### config.mk
export PLATFORM = sky130hd
export DESIGN_NAME = mc_control_fsm
export DESIGN_NICKNAME = d
export VERILOG_FILES = /design/src/rtl/mc_control_fsm.sv
export SDC_FILE = /design/constraint.sdc
export NUM_CORES = 1
export LEC_CHECK = 0
export ABC_AREA = 0
export BUFFER_PORTS_ARGS = -buffer_cell sky130_fd_sc_hd__buf_2
export CORE_MARGIN = 8
export CORE_UTILIZATION = 30
export DETAILED_ROUTE_END_ITERATION = 16
export HOLD_SLACK_MARGIN = 0.08
export MAX_ROUTING_LAYER = met4
export SETUP_SLACK_MARGIN = 0.05
export SYNTH_ARGS = -nofsm -noshare
export SYNTH_HDL_FRONTEND = slang
export SYNTH_SLANG_ARGS = --single-unit
### constraint.sdc
create_clock -name clk -period 2.2 [get_ports clk]
set_clock_uncertainty 0.1 [all_clocks]
set_input_delay 0.33 -clock clk [delete_from_list [all_inputs] [get_ports clk]]
set_output_delay 0.33 -clock clk [all_outputs]
set_load 0.005 [all_outputs]
### src/rtl/mc_control_fsm.sv
// Multicycle MIPS control FSM with a mem_req/mem_ready handshake, memory-wait timeout,
// R-type funct decode, bne/addi support, a sticky illegal-op fault state and a retire counter.
module mc_control_fsm #(
  parameter int MEM_TIMEOUT = 15,
  parameter int CNT_W       = 32
) (
  input  logic             clk,
  input  logic             reset,
  input  logic [5:0]       opcode,
  input  logic [5:0]       funct,
  input  logic             zero,
  input  logic             mem_ready,
  output logic             mem_req,
  output logic             mem_write,
  output logic             i_or_d,
  output logic             ir_write,
  output logic             pc_write,
  output logic [1:0]       pc_src,
  output logic             alu_src_a,
  output logic [1:0]       alu_src_b,
  output logic [2:0]       alu_op,
  output logic             reg_write,
  output logic             reg_dst,
  output logic             mem_toreg,
  output logic [3:0]       state,
  output logic             fault,
  output logic [CNT_W-1:0] instr_count
);

  localparam logic [3:0] S_FETCH  = 4'd0;
  localparam logic [3:0] S_DECODE = 4'd1;
  localparam logic [3:0] S_MEMADR = 4'd2;
  localparam logic [3:0] S_MEMRD  = 4'd3;
  localparam logic [3:0] S_MEMWB  = 4'd4;
  localparam logic [3:0] S_MEMWR  = 4'd5;
  localparam logic [3:0] S_EXEC   = 4'd6;
  localparam logic [3:0] S_RWB    = 4'd7;
  localparam logic [3:0] S_BRANCH = 4'd8;
  localparam logic [3:0] S_JUMP   = 4'd9;
  localparam logic [3:0] S_IEXEC  = 4'd10;
  localparam logic [3:0] S_IWB    = 4'd11;
  localparam logic [3:0] S_FAULT  = 4'd12;

  localparam logic [5:0] OP_RTYPE = 6'b000000;
  localparam logic [5:0] OP_LW    = 6'b100011;
  localparam logic [5:0] OP_SW    = 6'b101011;
  localparam logic [5:0] OP_BEQ   = 6'b000100;
  localparam logic [5:0] OP_BNE   = 6'b000101;
  localparam logic [5:0] OP_J     = 6'b000010;
  localparam logic [5:0] OP_ADDI  = 6'b001000;

  localparam logic [2:0] ALU_ADD = 3'b000;
  localparam logic [2:0] ALU_SUB = 3'b001;
  localparam logic [2:0] ALU_AND = 3'b010;
  localparam logic [2:0] ALU_OR  = 3'b011;
  localparam logic [2:0] ALU_SLT = 3'b100;

  // The wait counter never exceeds MEM_TIMEOUT-1, the last non-ready cycle before a fault.
  localparam int WAIT_W = $clog2(MEM_TIMEOUT + 1) + 1;
  localparam logic [WAIT_W-1:0] WAIT_LAST = (MEM_TIMEOUT > 0) ? WAIT_W'(MEM_TIMEOUT - 1) : '0;

  logic [3:0]        r_state;
  logic [WAIT_W-1:0] r_waitCnt;
  logic [CNT_W-1:0]  r_count;
  logic              r_fault;

  logic [3:0] w_nextState;
  logic       w_memState;
  logic       w_timeout;
  logic       w_retire;
  logic       w_functOk;
  logic [2:0] w_functOp;

  logic       w_memReq;
  logic       w_memWrite;
  logic       w_iOrD;
  logic       w_irWrite;
  logic       w_pcWrite;
  logic [1:0] w_pcSrc;
  logic       w_aluSrcA;
  logic [1:0] w_aluSrcB;
  logic [2:0] w_aluOp;
  logic       w_regWrite;
  logic       w_regDst;
  logic       w_memToReg;

  assign w_memState = (r_state == S_FETCH) || (r_state == S_MEMRD) || (r_state == S_MEMWR);
  assign w_timeout  = (MEM_TIMEOUT != 0) && w_memState && !mem_ready && (r_waitCnt == WAIT_LAST);
  assign w_retire   = (w_nextState == S_FETCH) && (r_state != S_FETCH);

  always_comb begin
    w_functOk = 1'b1;
    w_functOp = ALU_ADD;
    case (funct)
      6'b100000: w_functOp = ALU_ADD;
      6'b100010: w_functOp = ALU_SUB;
      6'b100100: w_functOp = ALU_AND;
      6'b100101: w_functOp = ALU_OR;
      6'b101010: w_functOp = ALU_SLT;
      default:   w_functOk = 1'b0;
    endcase
  end

  // A completing transfer takes priority over the timeout in the same cycle.
  always_comb begin
    w_nextState = r_state;
    case (r_state)
      S_FETCH: begin
        if (mem_ready)      w_nextState = S_DECODE;
        else if (w_timeout) w_nextState = S_FAULT;
      end
      S_DECODE: begin
        case (opcode)
          OP_RTYPE:     w_nextState = S_EXEC;
          OP_LW, OP_SW: w_nextState = S_MEMADR;
          OP_BEQ, OP_BNE: w_nextState = S_BRANCH;
          OP_J:         w_nextState = S_JUMP;
          OP_ADDI:      w_nextState = S_IEXEC;
          default:      w_nextState = S_FAULT;
        endcase
      end
      S_MEMADR: begin
        if (opcode == OP_LW)      w_nextState = S_MEMRD;
        else if (opcode == OP_SW) w_nextState = S_MEMWR;
        else                      w_nextState = S_FAULT;
      end
      S_MEMRD: begin
        if (mem_ready)      w_nextState = S_MEMWB;
        else if (w_timeout) w_nextState = S_FAULT;
      end
      S_MEMWR: begin
        if (mem_ready)      w_nextState = S_FETCH;
        else if (w_timeout) w_nextState = S_FAULT;
      end
      S_EXEC:   w_nextState = w_functOk ? S_RWB : S_FAULT;
      S_IEXEC:  w_nextState = S_IWB;
      S_MEMWB, S_RWB, S_BRANCH, S_JUMP, S_IWB: w_nextState = S_FETCH;
      S_FAULT:  w_nextState = S_FAULT;
      default:  w_nextState = S_FAULT;
    endcase
  end

  always_comb begin
    w_memReq   = 1'b0;
    w_memWrite = 1'b0;
    w_iOrD     = 1'b0;
    w_irWrite  = 1'b0;
    w_pcWrite  = 1'b0;
    w_pcSrc    = 2'b00;
    w_aluSrcA  = 1'b0;
    w_aluSrcB  = 2'b00;
    w_aluOp    = ALU_ADD;
    w_regWrite = 1'b0;
    w_regDst   = 1'b0;
    w_memToReg = 1'b0;
    case (r_state)
      S_FETCH: begin
        w_memReq  = 1'b1;
        w_aluSrcB = 2'b01;
        w_irWrite = mem_ready;
        w_pcWrite = mem_ready;
      end
      S_DECODE: w_aluSrcB = 2'b11;
      S_MEMADR: begin
        w_aluSrcA = 1'b1;
        w_aluSrcB = 2'b10;
      end
      S_MEMRD: begin
        w_memReq = 1'b1;
        w_iOrD   = 1'b1;
      end
      S_MEMWB: begin
        w_regWrite = 1'b1;
        w_memToReg = 1'b1;
      end
      S_MEMWR: begin
        w_memReq   = 1'b1;
        w_memWrite = 1'b1;
        w_iOrD     = 1'b1;
      end
      S_EXEC: begin
        w_aluSrcA = 1'b1;
        w_aluOp   = w_functOp;
      end
      S_RWB: begin
        w_regWrite = 1'b1;
        w_regDst   = 1'b1;
      end
      S_BRANCH: begin
        w_aluSrcA = 1'b1;
        w_aluOp   = ALU_SUB;
        w_pcSrc   = 2'b01;
        w_pcWrite = (opcode == OP_BNE) ? !zero : zero;
      end
      S_JUMP: begin
        w_pcWrite = 1'b1;
        w_pcSrc   = 2'b10;
      end
      S_IEXEC: begin
        w_aluSrcA = 1'b1;
        w_aluSrcB = 2'b10;
      end
      S_IWB: w_regWrite = 1'b1;
      default: ;
    endcase
  end

  // Wait counter restarts on every state change, so entry to a memory state always sees zero.
  always_ff @(posedge clk) begin
    if (!reset) begin
      r_state   <= S_FETCH;
      r_waitCnt <= '0;
      r_count   <= '0;
      r_fault   <= 1'b0;
    end else begin
      r_state <= w_nextState;
      if (w_nextState != r_state)
        r_waitCnt <= '0;
      else if (w_memState && !mem_ready)
        r_waitCnt <= r_waitCnt + WAIT_W'(1);
      if (w_retire)
        r_count <= r_count + CNT_W'(1);
      if (w_nextState == S_FAULT)
        r_fault <= 1'b1;
    end
  end

  assign mem_req     = w_memReq   && reset;
  assign mem_write   = w_memWrite && reset;
  assign ir_write    = w_irWrite  && reset;
  assign pc_write    = w_pcWrite  && reset;
  assign reg_write   = w_regWrite && reset;
  assign i_or_d      = w_iOrD;
  assign pc_src      = w_pcSrc;
  assign alu_src_a   = w_aluSrcA;
  assign alu_src_b   = w_aluSrcB;
  assign alu_op      = w_aluOp;
  assign reg_dst     = w_regDst;
  assign mem_toreg   = w_memToReg;
  assign state       = r_state;
  assign fault       = r_fault;
  assign instr_count = r_count;

endmodule
Word level (Yosys, flattened, before mapping):

Cells that the tools add are included.

* bits in registers: 42
* output and inout bits: 53
* word-level logic and storage cells: 82

* add/sub/neg operators: 2
* equal/unequal tests: 25
* mux-type cells: 24
* bitwise gates (word level): 1
* reduce and logical (&&, ||, !) cells: 26

Operators with widths (number)
* $eq 6x6->1 const B: 7
* $add 32x1->32 const B: 1
* $pmux 4 s8: 1
* $mux 4: 7
* $eq 4x4->1 const B: 5
* $pmux 4 s5: 1
* $eq 4x3->1 const B: 4
* $eq 6x3->1 const B: 2
* $pmux 3 s4: 1
* $mux 1: 10
* $reduce_or 2->1: 5
* $reduce_or 5->1: 2
* $eq 4x2->1 const B: 2
* $logic_and 1x1->1: 8
* $logic_not 4->1: 2
* $eq 6x2->1 const B: 1
* $eq 6x4->1 const B: 1
* $logic_not 6->1: 1
* $pmux 2 s3: 1
* $pmux 3 s2: 1
* $reduce_or 3->1: 2
* $add 5x1->5 const B: 1
* $eq 5x4->1 const B: 1
* $eq 4x1->1 const B: 1
* other kinds (8): 10

Logic depth before layout (Yosys ltp):

Gate-level depths: netlist (run 1).

* depth after elaboration: 10
* gate-level depth with buffers: 11
* depth with buffers taken out: 9

Worst setup path after synthesis (run 1):

OpenSTA, ideal clock, no wires.

* path type: register -> register
* start point: reg r_waitCnt[0]
* end point: reg r_count[1], in the netlist instr_count[1]
* library setup time: 0.128 ns
* data arrival time: 2.193 ns
* required time: 1.972 ns
* setup slack: -0.221 ns
* stages on the path, launching flop included: 12
* buffers on the path: 2
* period minus slack after synthesis: 2.421 ns
* cell sequence: dfxtp_1 -> inv_1 -> ha_1 -> and4b_1 -> or4_1 -> o211ai_1 -> nor3_1 -> nand4b_4 -> buf_2 -> buf_2 -> mux2i_1 -> nor2_1

* cells in the longest elaborated chain, start to end: 7

Ends and longest elaborated chain
* start, declared: RTL line 63 `logic [WAIT_W-1:0] r_waitCnt;`
* start signal, assigned: RTL line 220 `r_waitCnt <= r_waitCnt + WAIT_W'(1);`
* $eq 5x4->1 *: RTL line 88 `assign w_timeout = (MEM_TIMEOUT != 0) && w_memState && !mem_ready && (r_waitCnt == WAIT_LAST);`
* $logic_and 1x1->1 *: RTL line 88
* $mux 4 *: RTL line 110, 129, 133
* $mux 4, on equally long branches: RTL line 132, 109, 128
* $pmux 4 s8 *: RTL line 107 `case (r_state)`
* $logic_not 4->1 *: RTL line 89 `assign w_retire = (w_nextState == S_FETCH) && (r_state != S_FETCH);`
* $logic_and 1x1->1 *: RTL line 89
* end signal, assigned: RTL line 222 `r_count <= r_count + CNT_W'(1);`
* end, declared: RTL line 64 `logic [CNT_W-1:0] r_count;`

Every way passes the cells marked *; elsewhere a longest branch is shown, timed or not.
A chain may end at the register's enable or synchronous reset.

Worst setup path after layout (run 1):

* start point: reg r_waitCnt[0]
* end point: reg r_count[30], in the netlist instr_count[30]

Same word-level chain as after synthesis.

==> summary.md, run 1 <==
| Metric | Value |
|---|---|
| Yosys cell types | `slightly below 50` |
| Cell area after synthesis | `about 2600 µm²` |
| Hold WC Path Type | `primary input to register` |
| Synthesized Nets | `around 360` |
| Register area share after synthesis | `roughly a third` |
| CTS Hold Bufs | `0` |
| Max-cap violation count | `0` |
| Crit path max fanout | `11` |
| CP max stage delay | `0.47 ns` |
| Start point of the worst hold path | `reset` |
| Pre-CTS setup slack | `-0.374 ns` |
| Initial Utilization | `a little over 30%` |
| Post-Place Cells | `between 500 and 600` |
| Drt total wl | `8.46 mm` |
| Synth top area cells | `dfxtp_1 32%, a21oi_1 7.7%, or3_1 5.5%` |
| TritonCTS Buffers | `5` |
| CP required | `about 2.3 ns` |
| Slowest-stage cell, CP | `or4_1` |
| Share of post-route cells with drive strength above 1 | `roughly two fifths` |
| VDD IR max | `between 0.2 and 0.25 mV` |
| Mapped Cells | `344` |
| Avg Inst Size Synth | `around 7.6 µm²` |
| Yosys reg bits | `42` |
| Clk_lat worst skew | `0.29 ns` |
| R2r startpoint | `r_waitCnt[0]` |
| RePlAce Congestion | `around 0.91` |
| Vias in the first global route | `2814` |
| Pins over their slew limit | `0` |
| Gr usage total | `13.6%` |
| Top-count cell post-synth | `dfxtp_1` |
| Layout area overhead | `52.6%` |
| Die area | `12000 µm²` |
| Crit Path Class | `register to register` |
| CTS HTree Levels | `2` |
| Final Hold Vio Count | `0` |
| Reg area | `roughly 850 µm²` |
| Leakage power | `between 1.5 and 2 nW` |
| Initial drt markers | `110` |
| Crit path time final | `2.50 ns` |
| Rows | `34` |
| Tcrit/Tclk final | `113%` |
| Failing checks | `negative setup slack` |
| Arrival time worst endpoint | `about 2.6 ns` |
| Clk sinks | `42` |
| Post-synth ARST share | `0%` |
| Final Util | `a little under half` |
| Die width | `about 110 µm` |
| Vias | `about 3000` |
| Footprint of the multi-input gates | `around 1800 µm²` |
| CTS tree | `yes` |
| YS warnings | `0` |
| Port Buffer Count | `68` |
| Initial antenna violation count | `0` |
| Vias per cell | `between 5 and 6` |
| CTS Root Cell | `clkbuf_8` |
| First-pass GRT wire length | `around 13 mm` |
| Pwr dens | `about 470 nW/µm²` |
| F_max | `401 MHz` |
| Critical Path Source Type | `register` |
| TritonRoute pass-1 iters | `4` |
| Critical path cell sequence | `inv_2 -> ha_4 -> and4b_2 -> a32oi_1 -> o31ai_2 -> a22oi_4 -> nand4b_4 -> buf_6 -> or4_1 -> a21oi_1` |
| Layout Cells excl Fill | `roughly 590` |
| Post-synth EDFFs | `0` |
| Area leader, netlist | `dfxtp_1` |
| Dpl hpwl | `6.25 mm` |
| Total gr overflow | `0` |
| Status | `finished, violations left` |
| Die H | `around 110 µm` |
| CP endpoint kind | `register` |
| DRC errors left | `0` |
| Hold Slack | `0.207 ns` |
| Final setup fails | `37` |
| CP startpoint | `r_waitCnt[0]` |
| Diodes inserted | `0` |
| Setup slack after layout | `-0.295 ns` |
| Least-Margin Pin Slew | `about 0.45 ns` |
| Slew margin rel. | `a little over two thirds` |
| Core area | `about 8600 µm²` |
| Worst-path clk slew | `~0.080 ns` |
| Final nets | `498` |
| Synth top area share | `~32%` |
| Largest net degree at the start of global routing | `37` |
| WL/cell | `between 10 and 15 µm` |
| Layout fillers | `between 800 and 900` |
| Commonest cells post-synth | `42 x dfxtp_1, 40 x a21oi_1, 32 x nor2_1` |
| Most frequently used flop master after synthesis | `dfxtp_1` |
| RSZ-0062 raised after global routing | `true` |
| IO Pins | `69` |
| Max Root-Sink Buffers | `2` |
| Post-route ant nets | `0` |
-- cell families after synthesis --
logic type | share of synthesized area (%)
AOI/OAI and AO/OA | 20.5
and+or+nand+nor | 37.6
xor gates and xnor gates | 2.34
DFF | 32.1
buffers and inverters | 4.78
muxes | 1.20
adders and majority gates | 1.43
-- layout make-up --
class                      instances  share of cell area, %
multi-input combinational        273                   46.3
sequential                        42                   21.4
timing repair buffer             148                   25.7
clock inverter                     1                  0.125
inverter                           9                  0.909
tap                              108                   3.38
clock buffer                       7                   2.16
-- power by group --
group          total, mW  leakage (nW)  switching (mW)  internal [mW]
combinational      0.568          1.32           0.269          0.299
sequential         0.789         0.342          0.0161          0.773
clock              0.514        0.0482           0.261          0.253
total               1.87          1.71           0.546           1.33
-- worst paths after layout --
| path | end | slack, ns | cells past startpoint |
|---|---|---|---|
| min | state[3] | 0.21 | 2 |
| max reg2reg | instr_count[30] | -0.30 | 10 |
| max | instr_count[30] | -0.30 | 10 |
| min reg2reg | instr_count[24] | 0.40 | 2 |
-- state kept, by name, indices dropped and copies added (netlist names) --
signal / cells
fault: 1
instr_count: 32
r_waitCnt: 5
state: 4
-- through the flow --
| step | power, mW | setup TNS (ns) | instance area (µm²) |
|---|---|---|---|
| 3_5_place_dp | 1.25 | -10.07 | 3550 |
| 4_1_cts | 1.81 | -7.23 | 3770 |
| 5_1_grt | 1.97 | -10.25 | 3990 |
| 3_3_place_gp | 1.24 | -8.53 | 3550 |
| 2_1_floorplan | 1.05 | -0.707 | 2670 |
| 6_report | 1.87 | -6.81 | 3990 |
-- critical path, delay by kind of cell (launching register included) --
family                     cells  cell delay, ns
AOI/OAI and AO/OA              4            0.73
adders and majority gates      1            0.14
buffers and inverters          2            0.22
DFF                            1            0.33
and+or+nand+nor                3            0.89
-- layout by cell type, fill, tap and decap left out, drive strengths merged, types with 8 or more instances in the layout --
cell type    n
nor2        32
o31ai       11
nand4       11
buf        147
or4          8
or3         24
inv          9
dfxtp       42
o21ai       24
nand3       23
clkbuf       8
and3        12
nand2       18
a21oi       40
-- repair_timing --
action / 4_1_cts / 5_1_grt
resized for setup: 22 / 35
setup buffers: 7 / 6
pin swaps: 13 / 11
gates cloned: 0 / 2
setup endpoints to repair: 44 / 43
-- routing by layer --
metal  wire [µm]  GRT usage, %  vias to the layer above  share of wire, %
li1            -             -                     1550                 -
met1        3860          17.1                     1456                46
met2        4200          22.1                       59                50
met3         323          2.29                        9               3.8
met4          83          3.86                        0              0.98
met5           0             -                        -                 0
No activity file was read; power rests on OpenSTA's default activity.
==> run 2, diff against run 1 <==
Settings changed: CTS_BUF_LIST set to sky130_fd_sc_hd__clkbuf_16.
==> run 2 against run 1 <==
  * The run still ends with negative setup slack left
  * Sequential share of layout area grew 0.065 points
  * Final area down 0.60%
  * Count of clock-buffer cells in the layout down 2
  * Worst hold slack improved by 0.0059 ns
  * First-iteration DRC count is 27% higher
  * Core utilization shrank 0.28 points
  * Total power is 8.2% higher
  * Worst setup slack improved by 0.0099 ns
==> summary.md, run 2 (synthesis results as in run 1) <==
| Metric | Value |
|---|---|
| Status | `finished, violations left (unchanged)` |
| Failing checks | `negative setup slack (unchanged)` |
| Layout Cells excl Fill | `585 (was 588)` |
| Post-Place Cells | `566 (unchanged)` |
| Worst R2R Path Depth | `10 (unchanged)` |
| Hold path endpoint | `state[3] (unchanged)` |
| RSZ-0062 raised after global routing | `true (unchanged)` |
| CP max stage delay | `0.47 ns (about the same)` |
| CTS tree | `yes (unchanged)` |
| VDD IR max | `0.273 mV (was 0.233 mV)` |
| WL/cell | `14.2 µm (was 14.4 µm)` |
| Clk sinks | `42 (unchanged)` |
| TritonRoute pass-1 iters | `4 (unchanged)` |
| TritonCTS Buffers | `5 (unchanged)` |
| Final Hold Vio Count | `0 (unchanged)` |
| Share of post-route cells with drive strength above 1 | `39.4% (was 41.0%)` |
| Setup slack after layout | `-0.285 ns (was -0.295 ns)` |
| IO Pins | `69 (unchanged)` |
| Largest net degree at the start of global routing | `37 (unchanged)` |
| Slowest-stage cell, CP | `or4_1 (unchanged)` |
| Final nets | `495 (was 498)` |
| Post-route ant nets | `0 (unchanged)` |
| CP required | `2.31 ns (was 2.33 ns)` |
| Vias | `3054 (was 3074)` |
| Initial drt markers | `140 (was 110)` |
| Critical path cell sequence | `inv_2 -> ha_4 -> and4b_2 -> a32oi_1 -> o31ai_2 -> a22oi_4 -> nand4b_4 -> buf_6 -> or4_1 -> a21oi_1 (unchanged)` |
| CTS Root Cell | `clkbuf_16 (was clkbuf_8)` |
| Max Root-Sink Buffers | `2 (unchanged)` |
| CTS Hold Bufs | `0 (unchanged)` |
| Core area | `8590 µm² (unchanged)` |
| Hold WC Path Type | `primary input to register (unchanged)` |
| Final instance area | `3970 µm² (was 3990 µm²)` |
| Most common cell after layout, fill and taps aside | `buf_2 (unchanged)` |
| R2r startpoint | `r_waitCnt[0] (unchanged)` |
| Dpl hpwl | `6.25 mm (unchanged)` |
| DRC errors left | `0 (unchanged)` |
| Most frequent cells in the layout | `69 x buf_2, 65 x buf_4, 40 x a21oi_1 (was 68 x buf_2, 66 x buf_4, 38 x a21oi_1)` |
| Vias per cell | `5.22 (was 5.23)` |
| Final Power | `2.02 mW (was 1.87 mW)` |
| Initial antenna violation count | `0 (unchanged)` |
| Worst-path clk slew | `0.06 ns (was 0.08 ns)` |
| Layout area overhead | `51.7% (was 52.6%)` |
| Vias in the first global route | `2809 (was 2814)` |
| Leakage power | `1.70 nW (was 1.71 nW)` |
| Final setup fails | `37 (unchanged)` |
| Hold Path Depth | `2 (unchanged)` |
| Pre-CTS setup slack | `-0.374 ns (unchanged)` |
| Total gr overflow | `0 (unchanged)` |
| Die H | `109 µm (unchanged)` |
| Die width | `109 µm (unchanged)` |
| F_max | `402 MHz (was 401 MHz)` |
| CTS HTree Levels | `2 (unchanged)` |
| Pins over their slew limit | `0 (unchanged)` |
| Die area | `12000 µm² (unchanged)` |
| First-pass GRT wire length | `13.3 mm (about the same)` |
| Pwr dens | `510 nW/µm² (was 469 nW/µm²)` |
| Least-Margin Pin Slew | `0.443 ns (was 0.454 ns)` |
| Critical Path Source Type | `register (unchanged)` |
| Crit path time final | `2.49 ns (was 2.50 ns)` |
| Final Util | `46.2% (was 46.5%)` |
| Arrival time worst endpoint | `2.60 ns (was 2.62 ns)` |
| Port Buffer Count | `68 (unchanged)` |
| Slew margin rel. | `70.4% (was 69.7%)` |
| Gr usage total | `13.8% (was 13.6%)` |
| RePlAce Congestion | `0.905 (unchanged)` |
| Drt total wl | `8.30 mm (was 8.46 mm)` |
| CP endpoint kind | `register (unchanged)` |
| Max reg flops | `32 (unchanged)` |
| Crit path max fanout | `11 (unchanged)` |
| Start point of the worst hold path | `reset (unchanged)` |
| R2r setup slk | `-0.29 ns (was -0.30 ns)` |
| Initial Utilization | `30.4% (unchanged)` |
| Tcrit/Tclk final | `113% (about the same)` |
| R2r endpoint | `instr_count[30] (unchanged)` |
| Clk_lat worst skew | `0.28 ns (was 0.29 ns)` |
| Diodes inserted | `0 (unchanged)` |
| Rows | `34 (unchanged)` |
| Max-cap violation count | `0 (unchanged)` |
| Cell Area, Placed | `3550 µm² (unchanged)` |
| Crit Path Class | `register to register (unchanged)` |
run 2: cell count changes in the layout (fill, tap and decap cells not counted), sizes merged:
cell / change
buf: -2
clkinv: +1
clkbuf: -3
inv: +1
run 2: layout make-up:
cell class,instances,area [µm²]
clock buffers,5,125
clock inverters,3,12.5
fillers,851,4620
inverters,9,36.3
multi-input cells,273,1840
flip-flops and latches,42,852
well taps,108,135
repair buffers,145,970
run 2: metrics by stage:
stage / hold WS, ns / setup TNS (ns)
floorplan: 0.352 / -0.707
global placement: 0.388 / -8.53
detailed placement: 0.390 / -10.07
CTS: 0.206 / -7.00
global route: 0.203 / -9.72
finish: 0.213 / -6.16
run 2: timing repair:
item,4_1_cts,5_1_grt
pin swaps,13,10
buffers inserted,5,6
cloned,0,1
setup endpoints to repair,44,43
resized for setup,22,25
run 2: worst max path at each step:
stage                 start         endpoint  cells past startpoint
2_1_floorplan     opcode[0]  instr_count[30]                      8
3_3_place_gp      opcode[0]   instr_count[9]                      9
3_5_place_dp      opcode[0]  instr_count[30]                      9
4_1_cts        r_waitCnt[0]  instr_count[30]                     10
5_1_grt        r_waitCnt[0]  instr_count[30]                     10
6_report       r_waitCnt[0]  instr_count[30]                     10
run 2: power by group:
part	internal [mW]	total [mW]	leakage [nW]	switching (mW)
Combinational	0.278	0.540	1.29	0.262
Clock	0.410	0.697	0.0724	0.287
Sequential	0.774	0.788	0.342	0.0138
Total	1.46	2.02	1.70	0.563
run 2: critical path, delay by kind of cell (launching register included):
kind                       cells  cell delay (ns)
AOI/OAI and AO/OA              4             0.74
adders and majority gates      1             0.14
and+or+nand+nor                3             0.90
DFF                            1             0.33
buffers and inverters          2             0.22
run 2: routing by layer:
metal | up-vias | global-route usage (%) | part of all wire, %
li1 | 1545 | - | -
met1 | 1432 | 17.0 | 45
met2 | 62 | 22.3 | 49
met3 | 15 | 2.46 | 4.3
met4 | 0 | 4.44 | 1.6
met5 | - | - | 0
